### src/rtl/axi_arb_pkg.sv
// ============================================================================
//  Module   : axi_arb_pkg
//  Brief    : Shared AXI widths and arbiter state encoding for the read-port
//             arbiter and its round-robin selector.
//  Revision : 1.0 - initial release
// ============================================================================
`default_nettype none

package axi_arb_pkg;

    localparam int AXI_AW = 40;   // address width
    localparam int AXI_DW = 64;   // data width
    localparam int AXI_LW = 8;    // burst length width

    // Idle: waiting for any request; Addr: AR issued; Data: R beats flowing
    typedef enum logic [1:0] {
        Idle = 2'd0,
        Addr = 2'd1,
        Data = 2'd2
    } arb_st_t;

endpackage

`default_nettype wire

### src/rtl/axi_rd_arb_rr_pick.sv
// ============================================================================
//  Module   : rr_pick
//  Brief    : Combinational round-robin selector. Returns the first set
//             request found searching last+1, last+2, ... modulo NR.
//  Revision : 1.0 - initial release
// ============================================================================
`default_nettype none

module rr_pick #(
    parameter int NR = 4,
    parameter int IW = $clog2(NR)
) (
    input  logic [NR-1:0] req,
    input  logic [IW-1:0] last,
    output logic          any,
    output logic [IW-1:0] idx
);

    logic [IW-1:0] w_pos;

    // Scan from the farthest position back to the nearest so the requester
    // closest after 'last' overwrites everything else and wins.
    always_comb begin
        any   = |req;
        idx   = '0;
        w_pos = '0;
        for (int k = NR; k >= 1; k--) begin
            w_pos = IW'((int'(last) + k) % NR);
            if (req[w_pos]) begin
                idx = w_pos;
            end
        end
    end

endmodule

`default_nettype wire

### src/rtl/axi_rd_arb.sv
// ============================================================================
//  Module   : axi_rd_arb
//  Brief    : Round-robin arbiter sharing one AXI4 read channel (AR + R)
//             among NR read-cache requesters. One burst outstanding; the
//             grant is held from AR issue until the rlast beat is accepted.
//  Options  : AXI_RD_ARB_MON_EN - adds the arbmon[31:0] status port with
//             beat and burst counters.
//  Revision : 1.0 - initial release
// ============================================================================
`default_nettype none

module axi_rd_arb
    import axi_arb_pkg::*;
#(
    parameter int NR = 4,
    parameter int IW = $clog2(NR)
) (
    input  logic                 aclk,
    input  logic                 arst_n,
    input  logic [NR*AXI_AW-1:0] s_araddr,
    input  logic [NR*AXI_LW-1:0] s_arlen,
    input  logic [NR-1:0]        s_arvalid,
    output logic [NR-1:0]        s_arready,
    output logic [AXI_DW-1:0]    s_rd_data,
    output logic [NR-1:0]        s_rvalid,
    output logic [NR-1:0]        s_rlast,
    input  logic [NR-1:0]        s_rready,
    output logic [AXI_AW-1:0]    m_araddr,
    output logic [AXI_LW-1:0]    m_arlen,
    output logic                 m_arvalid,
    input  logic                 m_arready,
    input  logic [AXI_DW-1:0]    m_rd_data,
    input  logic                 m_rvalid,
    input  logic                 m_rlast,
    output logic                 m_rready,
`ifdef AXI_RD_ARB_MON_EN
    output logic [31:0]          arbmon,
`endif
    output logic                 busy
);

    arb_st_t                    r_state;
    arb_st_t                    w_state_nxt;
    logic [IW-1:0]              r_gnt;
    logic [IW-1:0]              r_last;
    logic [AXI_AW+AXI_LW-1:0]   r_ar_q;

    logic                       w_any;
    logic [IW-1:0]              w_idx;
    logic                       w_pick;
    logic                       w_r_hs;
    logic                       w_last_hs;

    logic [AXI_AW-1:0]          w_req_addr [NR];
    logic [AXI_LW-1:0]          w_req_len  [NR];

    // Unpack the per-requester address/length slices into arrays
    for (genvar gi = 0; gi < NR; gi++) begin : g_req_slice
        assign w_req_addr[gi] = s_araddr[gi*AXI_AW +: AXI_AW];
        assign w_req_len[gi]  = s_arlen[gi*AXI_LW +: AXI_LW];
    end

    rr_pick #(
        .NR (NR),
        .IW (IW)
    ) u_rr_pick (
        .req  (s_arvalid),
        .last (r_last),
        .any  (w_any),
        .idx  (w_idx)
    );

    assign w_pick    = (r_state == Idle) && w_any;
    assign w_r_hs    = (r_state == Data) && m_rvalid && m_rready;
    assign w_last_hs = w_r_hs && m_rlast;

    // Address is issued from the registered copy so it stays stable even if
    // the requester drops arvalid while the AR handshake is pending.
    assign m_araddr  = r_ar_q[AXI_AW+AXI_LW-1:AXI_LW];
    assign m_arlen   = r_ar_q[AXI_LW-1:0];
    assign s_rd_data = m_rd_data;
    assign busy      = (r_state != Idle);

    // Next-state logic and per-grant routing of AR/R handshake signals
    always_comb begin
        w_state_nxt = r_state;
        s_arready   = '0;
        s_rvalid    = '0;
        s_rlast     = '0;
        m_arvalid   = 1'b0;
        m_rready    = 1'b0;
        case (r_state)
            Idle: begin
                if (w_any) begin
                    w_state_nxt = Addr;
                end
            end
            Addr: begin
                m_arvalid        = 1'b1;
                s_arready[r_gnt] = m_arready;
                if (m_arready) begin
                    w_state_nxt = Data;
                end
            end
            Data: begin
                m_rready        = s_rready[r_gnt];
                s_rvalid[r_gnt] = m_rvalid;
                s_rlast[r_gnt]  = m_rlast;
                if (m_rvalid && s_rready[r_gnt] && m_rlast) begin
                    w_state_nxt = Idle;
                end
            end
            default: begin
                w_state_nxt = Idle;
            end
        endcase
    end

    // State, grant, round-robin pointer and latched AR request
    always_ff @(posedge aclk or negedge arst_n) begin
        if (!arst_n) begin
            r_state <= Idle;
            r_gnt   <= '0;
            r_last  <= IW'(NR - 1);
            r_ar_q  <= '0;
        end else begin
            r_state <= w_state_nxt;
            if (w_pick) begin
                r_gnt  <= w_idx;
                r_ar_q <= {w_req_addr[w_idx], w_req_len[w_idx]};
            end
            if (w_last_hs) begin
                r_last <= r_gnt;
            end
        end
    end

`ifdef AXI_RD_ARB_MON_EN
    logic [7:0]  r_beat_cnt;
    logic [15:0] r_burst_cnt;

    // Beat counter restarts with each new burst; burst counter wraps freely
    always_ff @(posedge aclk or negedge arst_n) begin
        if (!arst_n) begin
            r_beat_cnt  <= '0;
            r_burst_cnt <= '0;
        end else begin
            if (w_pick) begin
                r_beat_cnt <= '0;
            end else if (w_r_hs) begin
                r_beat_cnt <= r_beat_cnt + 8'd1;
            end
            if (w_last_hs) begin
                r_burst_cnt <= r_burst_cnt + 16'd1;
            end
        end
    end

    assign arbmon = {r_state, 2'b00, 4'(r_gnt), r_beat_cnt, r_burst_cnt};
`endif

endmodule

`default_nettype wire
### config.mk
export PLATFORM = sky130hd
export DESIGN_NAME = axi_rd_arb
export DESIGN_NICKNAME = d
export VERILOG_FILES = /design/src/rtl/axi_arb_pkg.sv /design/src/rtl/axi_rd_arb_rr_pick.sv /design/src/rtl/axi_rd_arb.sv
export SDC_FILE = /design/constraint.sdc
export NUM_CORES = 1
export LEC_CHECK = 0
export CAP_MARGIN = 30
export CORE_AREA = 2 2 153 155
export DETAILED_ROUTE_END_ITERATION = 8
export DIE_AREA = 0 0 155 157
export PLACE_DENSITY = 0.55
export SLEW_MARGIN = 15
export SYNTH_ARGS = -nofsm -noshare
export SYNTH_HDL_FRONTEND = slang
export SYNTH_HIERARCHICAL = 1
export SYNTH_SLANG_ARGS = --single-unit
### constraint.sdc
create_clock -name aclk -period 2.4 [get_ports aclk]
set_input_delay 0.36 -clock aclk [delete_from_list [all_inputs] [get_ports aclk]]
set_output_delay 0.36 -clock aclk [all_outputs]
set_load 0.1 [all_outputs]
Word-level counts from Yosys, hierarchy flattened:

Cells that the tools add are included.

* flip-flop bits (word level): 54
* input bits: 269
* output and inout bits: 127
* word-level logic and storage cells: 66

* add/subtract/negate cells: 4
* $lt $le $gt $ge: 7
* equal/unequal tests: 5
* multiplexer cells: 31
* bitwise operators: 4
* reduce and logical (&&, ||, !) cells: 11

Operator list (number)
* $bmux W40 S2: 1
* $mux W40: 2
* $bmux W8 S2: 1
* $mux W8: 2
* $lt A2 B3 Y1 const B: 5
* $mux W2: 7
* $and A4 B4 Y4: 3
* $mux W4: 3
* $bmux W1 S2: 5
* $mux W1: 8
* $logic_and A1 B1 Y1: 7
* $pmux W2 S3: 1
* $add A2 B1 Y2 const B: 2
* $add A2 B2 Y2 const B: 2
* $ne A2 B2 Y1 const B: 2
* $reduce_or A4 Y1: 1
* $ge A3 B3 Y1 const B: 1
* $not A2 Y3: 1
* $reduce_and A3 Y1: 1
* $demux W1 S2: 1
* $eq A2 B1 Y1 const B: 1
* $eq A2 B2 Y1 const B: 1
* $ge A2 B1 Y1 const B: 1
* $logic_not A2 Y1: 1
* other kinds (2): 2

Longest topological paths before layout:

Gate-level depths: netlist of the first run.

* word-level depth: 11
* gate-level depth with buffers: 8
* depth with buffers taken out: 5

Hierarchy:

Netlist of the first run, hierarchy kept.

Modules (own cells, without submodules)
* axi_rd_arb: times used 1, cells an instance 272, area each 3853.7 um2, sequential area each 1353.8 um2
* rr_pick: times used 1, cells an instance 14, area each 91.3 um2, sequential area each 0.0 um2

Least setup slack after synthesis of the first run:

OpenSTA, ideal clock, no wires.

* kind: reg-to-output
* start point: register r_state[1]
* end point: output port s_arready[0]
* arrival: 4.255 ns
* data required time: 2.040 ns
* setup slack: -2.215 ns
* stages on the path, launching flop included: 4
* path buffers: 0
* path through: dfrtp_1 > nor2b_1 > nand2_1 > nor3_1

* word-level cells in the longest chain between the ends: 2

RTL lines
* start, declared: line axi_rd_arb.sv:42 `arb_st_t r_state;`
* start signal, assigned: line axi_rd_arb.sv:122 `r_state <= Idle;`
* start signal, assigned: line axi_rd_arb.sv:127 `r_state <= w_state_nxt;`
* $eq A2 B1 Y1: line axi_rd_arb.sv:92 `case (r_state)`
* $mux W4: line axi_rd_arb.sv:92
* end, declared: line axi_rd_arb.sv:23 `output logic [NR-1:0] s_arready,`

Every way passes these cells.

Worst setup path after layout of the first run:

* start point: input port s_arvalid[3]
* end point: register r_ar_q[47]

* word-level cells in the longest chain between the ends: 10
* elaborated cells on any way between the ends: 18
* those cells by class: mux (15); bitwise (1); reduce/logical (2)

RTL lines
* start, declared: line axi_rd_arb.sv:22 `input logic [NR-1:0] s_arvalid,`
* $bmux W1 S2: line axi_rd_arb_rr_pick.sv:29 `if (req[w_pos]) begin`
* $mux W1 (implied by the code): line axi_rd_arb_rr_pick.sv:29
* $mux W2 (3 in series): line axi_rd_arb_rr_pick.sv:29
* $mux W2 (*): line axi_rd_arb_rr_pick.sv:29
* net w_idx[0]: line axi_rd_arb.sv:49 `logic [IW-1:0] w_idx;`
* $not A2 Y3 (implied by the code) (*): line axi_rd_arb.sv:130 `r_ar_q <= {w_req_addr[w_idx], w_req_len[w_idx]};`
* $bmux W40 S2 (*): line axi_rd_arb.sv:130
* $mux W40 (implied by the code) (*) (2 in series): line axi_rd_arb.sv:130
* end signal, assigned: line axi_rd_arb.sv:130
* end, declared: line axi_rd_arb.sv:46 `logic [AXI_AW+AXI_LW-1:0] r_ar_q;`

Mark *: on every way through the listed nets, which the timed path passes. The rest lies on a longest branch. The select of a mux whose other input is x is not followed.
A chain may end at the register's enable or synchronous reset.

==> results of run 1 <==
## report_power, final
group	switching (mW)	internal, mW	total [mW]
Sequential	0.353	1.41	1.76
Clock	0.358	0.495	0.853
Combinational	4.75	2.45	7.19
Total	5.46	4.35	9.80
## how the worst max path moves through the flow
stage	from	to	cells past startpoint
6_report	s_arvalid[3]	r_ar_q[47]$_DFFE_PN0P_	7
3_3_place_gp	s_arvalid[2]	r_ar_q[15]$_DFFE_PN0P_	7
2_1_floorplan	r_state[1]$_DFFE_PN0P_	s_arready[0]	3
5_1_grt	s_arvalid[2]	r_ar_q[32]$_DFFE_PN0P_	7
4_1_cts	s_arvalid[2]	r_ar_q[47]$_DFFE_PN0P_	7
3_5_place_dp	s_arvalid[2]	r_ar_q[47]$_DFFE_PN0P_	7
## layout by cell type, fill, tap and decap left out, drive strengths merged
cell / Yosys / final
or3b: 1 / 1
or2: 1 / 1
buf: 78 / 75
and2b: 1 / 1
clkdlybuf4s50: 0 / 203
a21oi: 3 / 3
nor3: 3 / 3
mux4: 48 / 48
o221ai: 1 / 1
a41o: 1 / 1
a21o: 1 / 1
bufinv: 0 / 1
dfstp: 2 / 2
nand2b: 7 / 7
inv: 3 / 3
nand2: 7 / 7
nor2b: 2 / 2
clkbuf: 4 / 7
and3: 1 / 1
nor2: 12 / 12
mux2i: 3 / 3
a31oi: 1 / 1
mux2: 52 / 52
o22ai: 1 / 1
nand3b: 1 / 1
dfrtp: 52 / 52
## worst max-delay path, cell delays in order
cell,delay (ns)
clkdlybuf4s50_1,0.51
and2b_1,0.18
a21oi_2,0.05
o221ai_4,0.25
buf_12,0.25
mux4_2,0.54
mux2_2,0.28
## per-stage QoR
stage	setup TNS [ns]	area [sq um]	hold WS, ns
final	0	6770	0.08684
after floorplan	-1.931	3998	0.06441
after global placement	-6.395	6608	0.4187
after global routing	0	6770	0.1040
after detailed placement	-7.317	6608	0.4237
after CTS	0	6770	0.09476
## sequential cells by signal, summed over array words and instances, names as in the netlist
name	count
r_ar_q	48
r_gnt	2
r_last	2
r_state	2
## cells by family after synthesis
group,Yosys count
compound gates,8
buf+inv,85
flops,54
mux,103
simple gates,36
## cell type report
class | instances | area [sq um] | share of cell area, %
timing repair buffer | 278 | 2830 | 41.80
sequential | 54 | 1354 | 20.00
inverter | 3 | 11.26 | 0.1663
clock inverter | 1 | 30.03 | 0.4435
clock buffer | 7 | 132.6 | 1.959
tap | 285 | 356.6 | 5.267
multi-input combinational | 147 | 2056 | 30.36
## routing by layer
layer	routed length [um]	GRT usage [%]	up-vias
met2	7247	20.23	251
li1	-	-	1408
met5	0	0	-
met4	171	2.646	0
met1	5078	11.96	1542
met3	1525	4.570	18
==> results.sh, run 1 <==
export IMPL_avgSynthCellArea_sq_um=13.79
export IMPL_synth_edf_count=0
export IMPL_arrival_ns=2.46
export IMPL_period_minus_slack_ns=2.276
export IMPL_yosys_area_share_xor_xnor_pct=0
export IMPL_clkLatencyLatePin_ns=0.31
export IMPL_endpoint_kind="flop"
export IMPL_drc_errors=0
export IMPL_drtIter0Drc=92
export IMPL_track_usage_pct=11.10
export IMPL_via_count=3219
export IMPL_synth_top_family_by_area="multiplexers"
export IMPL_cts_resized=0
export IMPL_dieArea_sq_mm=0.02434
export IMPL_place_congestion=0.8025
export IMPL_synth_warnings=6
export IMPL_critPathKind="input port to flop"
export IMPL_die_height_um=157
export IMPL_placeableCoreArea_sq_mm=0.02250
export IMPL_antenna_cells=0
export IMPL_p_leak_nw=2.617
export IMPL_yosys_area_share_adder_pct=0
export IMPL_synth_compound_area_share_pct=1.618
export IMPL_clock_sinks=54
export IMPL_initial_core_util_pct=17.53
export IMPL_rr_startpoint="r_last[1]$_DFFE_PN1P_"
export IMPL_drt_vias_per_instance=4.154
export IMPL_cts_buffers=5
export IMPL_reg2regPathDepth=6
export IMPL_crit_required_ns=2.58
export IMPL_fin_crit_sh_pct=94.85
export IMPL_cts_tree="yes"
export IMPL_status="completed"
export IMPL_drv_slew=0
export IMPL_dp_hpwl_um=11900
export IMPL_io_buffers=267
export IMPL_dp_slack_ns=-0.1921
export IMPL_drv_cap=0
export IMPL_utilization_pct=30.09
export IMPL_yosys_top_cells_area="dfrtp_1 33%, mux4_2 27%, buf_4 12%, mux2_2 12%, mux2_4 3.4%"
export IMPL_critical_path_max_fanout=25
export IMPL_routed_wl_um=14020
export IMPL_wire_per_inst_um=18.10
export IMPL_grt_pass1_vias=3691
export IMPL_worstMarginPinSlew_ns=0.5018
export IMPL_hp_class="input port to asynchronous set/reset pin"
export IMPL_grt_pass1_wl_um=20830
export IMPL_htreeDepth=2
export IMPL_synth_nets=555
export IMPL_fmax_mhz=439.3
export IMPL_ctsLongestPathBuffers=2
export IMPL_cts_setup_buffers=0
export IMPL_synthMuxAreaShare_pct=43.86
export IMPL_yosysMostFrequentCell="buf_4"
export IMPL_synth_seq_cells=54
export IMPL_postRouteAntennaNets=0
export IMPL_ir_drop_uv=668.8
export IMPL_synth_cell_types=30
export IMPL_rsz0062_at_grt="false"
export IMPL_ys_seq_area_share_pct=34.32
export IMPL_yosys_most_used_dff="dfrtp_1"
export IMPL_r2r_end="r_ar_q[47]$_DFFE_PN0P_"
export IMPL_final_nets=758
export IMPL_dr_pass1_iters=4
export IMPL_powerDensity_mw_per_mm2=1448
export IMPL_gr_total_overflow=0
export IMPL_syn_inst=286
export IMPL_async_reset_ff_share_pct=100.0
export IMPL_num_io_pins=396
export IMPL_synth_simple_gate_area_share_pct=4.599
export IMPL_fp_row_count=55
export IMPL_grt_start_max_net_pins=30
export IMPL_ctsHoldBuffers=0
export IMPL_netlist_area_sq_mm=0.003945
export IMPL_synth_area_leader_cell="dfrtp_1"
export IMPL_cp_start_kind="input port"
export IMPL_synth_top_area_share_pct=32.98
export IMPL_dp_cells=767
export IMPL_die_w_um=155
export IMPL_rrSetupSlack_ns=0.15
export IMPL_layout_setup_ws_ns=0.1237
export IMPL_yosys_top_cells_count="65 x buf_4, 52 x dfrtp_1, 48 x mux4_2, 43 x mux2_2, 11 x nor2_1"
export IMPL_layout_drive_gt1_share_pct=40.00
export IMPL_setup_viol=0
export IMPL_n_fill_cell=2225
export IMPL_path_clk_slew_ns=0.08
export IMPL_relSlewSlack_pct=66.55
export IMPL_antenna_found_initial=0
export IMPL_syn_to_final_growth_pct=71.61
export IMPL_hold_viol=0
export IMPL_cts_root_buf="clkbuf_16"
export IMPL_stdcell_count=775
export IMPL_finalPower_mw=9.804
export IMPL_clock_skew_ns=0.01526
No activity file was read; power rests on OpenSTA's default activity.
==> inputs of run 2 (changes only) <==
--- a/config.mk
+++ b/config.mk
@@ -5,11 +5,12 @@
 export SDC_FILE = /design/constraint.sdc
 export NUM_CORES = 1
 export LEC_CHECK = 0
-export CAP_MARGIN = 30
+export CAP_MARGIN = 5
 export CORE_AREA = 2 2 153 155
 export DETAILED_ROUTE_END_ITERATION = 8
 export DIE_AREA = 0 0 155 157
 export PLACE_DENSITY = 0.55
+export REMOVE_ABC_BUFFERS = 1
 export SLEW_MARGIN = 15
 export SYNTH_ARGS = -nofsm -noshare
 export SYNTH_HDL_FRONTEND = slang
==> run 2 against run 1 <==
Net effect: flip-flop and latch count unchanged; largest power group unchanged; highest routed layer is now met5; critical path depth unchanged; final area fell by 0.67%; combinational power is 0.8% lower; critical path type unchanged; via count up 3.9%; total power decreased by 0.77%; wire length grew 30%; largest cell class unchanged; first-iteration DRC count up 23%; clock power hardly changed; final cell count shrank 0.13%; non-clock buffer count is 1 lower.
==> results.sh, run 2 (same netlist as run 1, synthesis figures left out) <==
export IMPL_dr_pass1_iters=5
export IMPL_utilization_pct=29.89
export IMPL_path_clk_slew_ns=0.07
export IMPL_top_register="r_ar_q"
export IMPL_stdcell_area_sq_mm=0.006725
export IMPL_drtIter0Drc=113
export IMPL_clock_sinks=54
export IMPL_status="completed"
export IMPL_io_buffers=267
export IMPL_critPathKind="input port to flop"
export IMPL_cts_setup_buffers=0
export IMPL_period_minus_slack_ns=2.281
export IMPL_hp_class="input port to asynchronous set/reset pin"
export IMPL_clkLatencyLatePin_ns=0.30
export IMPL_dp_cells=766
export IMPL_htreeDepth=2
export IMPL_largest_register_ff_count=48
export IMPL_relSlewSlack_pct=48.99
export IMPL_cts_resized=0
export IMPL_antenna_cells=0
export IMPL_reg2regPathDepth=6
export IMPL_cts_buffers=5
export IMPL_layout_drive_gt1_share_pct=38.65
export IMPL_gr_total_overflow=0
export IMPL_arrival_ns=2.47
export IMPL_ir_drop_uv=770.7
export IMPL_placeableCoreArea_sq_mm=0.02250
export IMPL_wire_per_inst_um=23.47
export IMPL_layout_setup_ws_ns=0.1187
export IMPL_track_usage_pct=14.34
export IMPL_routed_wl_um=18170
export IMPL_ctsHoldBuffers=0
export IMPL_dieArea_sq_mm=0.02434
export IMPL_cts_root_buf="clkbuf_16"
export IMPL_drt_vias_per_instance=4.320
export IMPL_worstMarginPinSlew_ns=0.7651
export IMPL_via_count=3344
export IMPL_finalSetupTns_ns=0
export IMPL_fmax_mhz=438.4
export IMPL_die_w_um=155
export IMPL_drc_errors=0
export IMPL_crit_required_ns=2.59
export IMPL_final_nets=757
export IMPL_rsz0062_at_grt="false"
export IMPL_die_height_um=157
export IMPL_critical_path_max_fanout=25
export IMPL_stdcell_count=774
export IMPL_critical_path_startpoint="s_arvalid[2]"
export IMPL_multi_input_area_sq_mm=0.002003
export IMPL_grt_start_max_net_pins=31
export IMPL_place_congestion=0.7603
export IMPL_most_common_layout_cells="203 x clkdlybuf4s50_1, 53 x buf_4, 52 x dfrtp_1"
export IMPL_powerDensity_mw_per_mm2=1447
export IMPL_fin_crit_sh_pct=95.05
export IMPL_syn_to_final_growth_pct=70.47
export IMPL_hold_viol=0
export IMPL_n_fill_cell=2275
export IMPL_dp_slack_ns=-0.2137
export IMPL_rr_startpoint="r_last[1]$_DFFE_PN1P_"
export IMPL_ctsLongestPathBuffers=2
export IMPL_postRouteAntennaNets=0
export IMPL_clock_skew_ns=0.009129
export IMPL_grt_pass1_vias=3607
export IMPL_cts_tree="yes"
export IMPL_num_io_pins=396
export IMPL_drv_slew=0
export IMPL_hold_ws_ns=0.1313
export IMPL_p_leak_nw=2.612
export IMPL_fp_row_count=55
export IMPL_setup_viol=0
export IMPL_layout_commonest_cell="clkdlybuf4s50_1"
export IMPL_dpl_instance_area_sq_mm=0.006560
export IMPL_finalPower_mw=9.729
export IMPL_antenna_found_initial=2
export IMPL_dp_hpwl_um=15060
export IMPL_endpoint_kind="flop"
export IMPL_initial_core_util_pct=17.53
export IMPL_grt_pass1_wl_um=24700
export IMPL_cp_start_kind="input port"
export IMPL_register_area_sq_mm=0.001354
export IMPL_drv_cap=0
## run 2: final cells by class
type | instances | share of cell area (%)
multi-input cells | 147 | 29.79
clock buffers | 5 | 1.860
inverters | 3 | 0.1674
well taps | 285 | 5.302
flip-flops and latches | 54 | 20.13
repair buffers | 277 | 42.16
clock inverters | 3 | 0.5953
## run 2: worst paths after layout
check	to	slack [ns]
worst max-delay path	r_ar_q[14]$_DFFE_PN0P_	0.12
worst min-delay path	r_ar_q[2]$_DFFE_PN0P_	0.13
worst max register to register	r_ar_q[14]$_DFFE_PN0P_	0.13
worst min register to register	r_ar_q[41]$_DFFE_PN0P_	0.51
max in group asynchronous	r_last[1]$_DFFE_PN1P_	1.58
min in group aclk	r_ar_q[41]$_DFFE_PN0P_	0.51
## run 2: power by group
part	total [mW]	internal (mW)	switching [mW]
sequential	1.74	1.41	0.336
clock	0.854	0.490	0.364
combinational	7.13	2.43	4.70
total	9.73	4.33	5.40
## run 2: worst max-delay path: stages
cell	delay (ns)
clkdlybuf4s50_1	0.45
and2b_1	0.25
a21oi_2	0.05
o221ai_4	0.26
buf_12	0.25
mux4_2	0.54
mux2_2	0.27
## run 2: metal layers
layer / up-vias / track usage (%) / wire length, um
li1: 1407 / - / -
met1: 1578 / 15.95 / 6848
met2: 321 / 18.84 / 7048
met3: 26 / 13.49 / 3726
met5: - / 11.39 / 367
met4: 12 / 2.778 / 176
==> RTL edit 1 (config.mk and constraints of run 2) <==
Build with the macro `AXI_RD_ARB_MON_EN` defined.
--- a/src/rtl/axi_rd_arb.sv
+++ b/src/rtl/axi_rd_arb.sv
@@ -8,6 +8,8 @@
 //  Revision : 1.0 - initial release
 // ============================================================================
 `default_nettype none
+
+`define AXI_RD_ARB_MON_EN
 
 module axi_rd_arb
     import axi_arb_pkg::*;
Behaviour (old outputs only; new: arbmon): unchanged (Yosys induction, for registers that start in step).
==> RTL edit 1 against run 2 <==
Area after synthesis grew 28%. Routed wire length rose by 21%. Worst setup slack better by 0.068 ns. Final area rose by 22%. Largest cell class unchanged. Synthesized cell count increased by 38%. Critical path depth increased by 1. Utilization is 6.7 points higher. Sequential share of layout area up 3.6 points. Clock skew up 0.0032 ns. Global-route usage grew 3.6 points. First-iteration DRC count decreased by 9.7%. Sequential cell count grew 24. Total power up 17%. Register-to-register slack improved by 0.06 ns.
==> RTL edit 1: results (changes against run 2) <==
VDD IR-drop max = 0.8298 mV (was 0.7707 mV)
Worst Path Max Fanout = 12 (was 25)
Clock Latency Late Sink = 0.34 ns (was 0.30 ns)
Netlist cell types = 37 (was 30)
H-tree levels = 3 (was 2)
post-synthesis sequential area ratio = 0.3866 (was 0.3432)
Largest regs = r_ar_q: 48 flops, r_burst_cnt: 16 flops, r_beat_cnt: 8 flops
status = complete, no violations (unchanged)
vias in the first global route = 4650 (was 3607)
post-synthesis adder-cell area fraction = 0.004950 (was 0)
share of layout cells above drive strength 1 = 0.3719 (was 0.3865)
Via density = 4.628 (was 4.320)
Resized cells post-CTS = 0 (unchanged)
initial antenna violation count = 0 (was 2)
Fin Clk Skew = 0.01233 ns (was 0.009129 ns)
clk slew on worst S/H paths = 0.07 ns (about the same)
Arr. time, crit path = 2.44 ns (was 2.47 ns)
Pleak = 3.390 nW (was 2.612 nW)
clock root buffer = clkbuf_16 (unchanged)
NumNets Final = 906 (was 757)
routability cong. = 0.8261 (was 0.7603)
first-pass GRT wire length = 31190 microns (was 24700 microns)
Antenna Cells = 0 (unchanged)
max_slew headroom = 0.6064 (was 0.4899)
postcts setup bufs = 0 (unchanged)
post-synthesis xor/xnor area fraction = 0.03812 (was 0)
Hold Crit Class = in -> async (unchanged)
Avg WL per Cell = 23.81 microns (was 23.47 microns)
fin cells = 925 (was 774)
largest net degree at the start of global routing = 43 (was 31)
Synth Area in Compound Gates = 0.01040 (was 0.01618)
Die ar. = 24340 sq um (unchanged)
Slowest-stage cell, CP = mux4_2 (unchanged)
Avg Inst Size Synth = 12.80 sq um (was 13.79 sq um)
yosys warns = 6 (unchanged)
Synth area leaders = dfrtp_1, mux4_2, mux2_2, buf_4, xnor2_1 (was dfrtp_1, mux4_2, buf_4, mux2_2, mux2_4)
Initial DRC Count = 102 (was 113)
DP HPWL = 18950 microns (was 15060 microns)
ys async rst share = 1.000 (unchanged)
max incr delay on CP = 0.51 ns (was 0.54 ns)
top post-synthesis cells by count = dfrtp_1, buf_4, mux2_2 (was buf_4, dfrtp_1, mux4_2)
multiplexer share of the synthesized area = 0.3317 (was 0.4386)
port bufs = 295 (was 267)
CTS buffer count = 9 (was 5)
Detailed Routing Iterations Pass 1 = 4 (was 5)
Longest Clk Path Bufs = 2 (unchanged)
GRT Total Usage = 0.1795 (was 0.1434)
cell family with most CP delay = multiplexers (unchanged)
## RTL edit 1: final timing paths
check,startpoint,to,slack [ns],cells past startpoint
max,s_arvalid[2],r_ar_q[18],0.19,8
min,arst_n,r_burst_cnt[10],0.02,1
max reg2reg,r_last[1],r_ar_q[18],0.19,7
min reg2reg,r_burst_cnt[15],r_burst_cnt[15],0.47,1
max in group asynchronous,arst_n,r_ar_q[41],1.75,2
min in group aclk,r_burst_cnt[15],r_burst_cnt[15],0.47,1
## RTL edit 1: metal layers
metal	up-vias	global-route usage	wire length [microns]
met2	353	0.2792	10080
met3	22	0.1861	5061
li1	1859	-	-
met5	-	0.08282	244
met1	2043	0.1538	6346
met4	4	0.04718	296
## RTL edit 1: through the flow
stage          utilization  hold WS [ns]  setup slack [ns]  cell area (sq um)
6_report            0.3660       0.01563            0.1867               8237
5_1_grt             0.3660       0.05081           0.09194               8237
4_1_cts             0.3660       0.03019            0.1654               8237
3_5_place_dp        0.3526        0.4130           -0.1912               7935
3_3_place_gp        0.3526        0.4066           -0.1462               7935
2_1_floorplan            -       0.06441            -2.858               4420
## RTL edit 1: layout make-up
| cell class | instances | area (sq um) |
|---|---|---|
| clock buffers | 12 | 246.5 |
| clock inverters | 4 | 55.05 |
| fillers | 2177 | 14270 |
| inverters | 3 | 11.26 |
| multi-input cells | 227 | 2482 |
| flip-flops and latches | 78 | 1954 |
| well taps | 285 | 356.6 |
| repair buffers | 316 | 3131 |
## RTL edit 1: report_power, final
part	internal (mW)	leakage, nW	switching [mW]
sequential	1.84	0.955	0.375
clock	0.841	0.143	0.560
combinational	2.52	2.29	5.26
total	5.20	3.39	6.19
==> RTL edit 2 (config.mk and constraints of run 2) <==
Made on the original files. The 3 values of `arb_st_t` get a one-hot encoding in 3 bits.
--- a/src/rtl/axi_arb_pkg.sv
+++ b/src/rtl/axi_arb_pkg.sv
@@ -13,10 +13,10 @@
     localparam int AXI_LW = 8;    // burst length width
 
     // Idle: waiting for any request; Addr: AR issued; Data: R beats flowing
-    typedef enum logic [1:0] {
-        Idle = 2'd0,
-        Addr = 2'd1,
-        Data = 2'd2
+    typedef enum logic [2:0] {
+        Idle = 3'b001,
+        Addr = 3'b010,
+        Data = 3'b100
     } arb_st_t;
 
 endpackage
Behaviour: no difference found for any inputs over 4 cycles, from zero or initial values and one cycle with arst_n low; so few cycles prove little.
==> RTL edit 2 against run 2 <==
Worst setup slack lost 0.016 ns. Register-to-register slack lost 0.02 ns. Sequential cell count grew 1. Area after synthesis grew 0.70%. Routed wire length shrank 4.2%. Final area grew 2.1%. Critical path depth grew 1. Total power shrank 2.4%. Largest power group unchanged. Highest routed layer unchanged.
==> RTL edit 2: results (changes against run 2) <==
Via density = 4.342 (was 4.320)
Min Hold Slack = 0.06473 ns (was 0.1313 ns)
max incr delay on CP = 0.52 ns (was 0.54 ns)
VDD IR-drop max = 0.5125 mV (was 0.7707 mV)
port bufs = 267 (unchanged)
Netlist cell types = 30 (unchanged)
Synth area leaders = dfrtp_1, mux4_2, mux2_2, buf_4, mux2_4 (was dfrtp_1, mux4_2, buf_4, mux2_2, mux2_4)
clk slew on worst S/H paths = 0.07 ns (about the same)
NumNets Final = 760 (was 757)
ys async rst share = 1.000 (unchanged)
Initial DRC Count = 123 (was 113)
setup slack at placement = -0.2397 ns (was -0.2137 ns)
Req. time, crit path = 2.59 ns (about the same)
Largest regs = r_ar_q: 48 flops, r_state: 3 flops
Avg WL per Cell = 22.37 microns (was 23.47 microns)
first-pass GRT wire length = 23700 microns (was 24700 microns)
largest net degree at the start of global routing = 31 (unchanged)
Fin Clk Skew = 0.004814 ns (was 0.009129 ns)
Clock Latency Late Sink = 0.30 ns (about the same)
H-tree levels = 2 (unchanged)
share of layout cells above drive strength 1 = 0.3963 (was 0.3865)
clock root buffer = clkbuf_16 (unchanged)
area post-placement = 6623 sq um (was 6560 sq um)
Slowest-stage cell, CP = mux4_2 (unchanged)
cell family with most CP delay = multiplexers (unchanged)
ys flop type = dfrtp_1 (unchanged)
vias in the first global route = 3733 (was 3607)
yosys warns = 6 (unchanged)
Pleak = 2.657 nW (was 2.612 nW)
CTS buffer count = 5 (unchanged)
DP HPWL = 14210 microns (was 15060 microns)
post-synthesis sequential area ratio = 0.3474 (was 0.3432)
top post-synthesis cells by count = buf_4, dfrtp_1, mux4_2 (unchanged)
routability cong. = 0.7609 (was 0.7603)
Arr. time, crit path = 2.48 ns
Worst Path Max Fanout = 14 (was 25)
Hold Crit Class = in -> async (unchanged)
Longest Clk Path Bufs = 2 (unchanged)
status = complete, no violations (unchanged)
initial antenna violation count = 2 (unchanged)
Least-Margin Pin Slew = 0.6402 ns (was 0.7651 ns)
Detailed Routing Iterations Pass 1 = 4 (was 5)
GRT Total Usage = 0.1345 (was 0.1434)
worst reg2reg setup slack = 0.11 ns (was 0.13 ns)
RTL edit 2: cell count changes in the layout (fill, tap and decap cells not counted), sizes merged, moves of 2 or more:
cell and delta:
clkinv -2, nor2b -2, mux2i -2, a21oi +2
buf +3, nor3b +2, clkbuf +3, nand2 -2
RTL edit 2: per-layer routing:
metal | up-vias | global-route usage | wire, microns
li1 | 1418 | - | -
met1 | 1626 | 0.1494 | 6611
met2 | 308 | 0.1837 | 7054
met3 | 18 | 0.1181 | 3317
met4 | 8 | 0.03175 | 183
met5 | - | 0.07867 | 237
RTL edit 2: cells by family (layout without fill, tap and decap cells):
group,after synthesis,after routing,synth area share
compound gates,9,9,0.01669
buf+inv,85,292,0.1546
flops,55,55,0.3474
mux,102,102,0.4362
other cells,0,1,0
simple gates,34,34,0.04504
RTL edit 2: worst paths after layout:
| check | to | start | cells after the start |
|---|---|---|---|
| max in group asynchronous | r_last[1] | arst_n | 2 |
| min in group aclk | r_ar_q[24] | r_ar_q[24] | 1 |
| worst min-delay path | r_ar_q[7] | arst_n | 1 |
| worst max register to register | r_ar_q[25] | r_last[1] | 7 |
| worst max-delay path | r_ar_q[25] | s_arvalid[2] | 8 |
| worst min register to register | r_ar_q[24] | r_ar_q[24] | 1 |
RTL edit 2: metrics by stage:
stage | instances | utilization
after detailed placement | 766 | 0.2943
after CTS | 774 | 0.3017
final | 778 | 0.3050
after global placement | 766 | 0.2943
after floorplan | 202 | -
after global routing | 777 | 0.3049
RTL edit 2: power breakdown:
group | internal, mW | switching, mW
Sequential | 1.43 | 0.333
Combinational | 2.38 | 4.50
Clock | 0.494 | 0.358
RTL edit 2: timing repair:
item | CTS | global route
endpoints found under the setup margin | 0 | 13
resized for setup | 0 | 1
endpoints found under the hold margin | 0 | 0
setup buffers | 0 | 1
RTL edit 2: cell type report:
| type | instances | area (sq um) |
|---|---|---|
| Antenna cell | 1 | 2.502 |
| Inverter | 2 | 7.507 |
| Clock buffer | 6 | 128.9 |
| Fill cell | 2236 | 15640 |
| Clock inverter | 2 | 37.54 |
| Multi-Input combinational cell | 145 | 2016 |
| Tap cell | 285 | 356.6 |
| Timing Repair Buffer | 282 | 2935 |
| Sequential cell | 55 | 1380 |
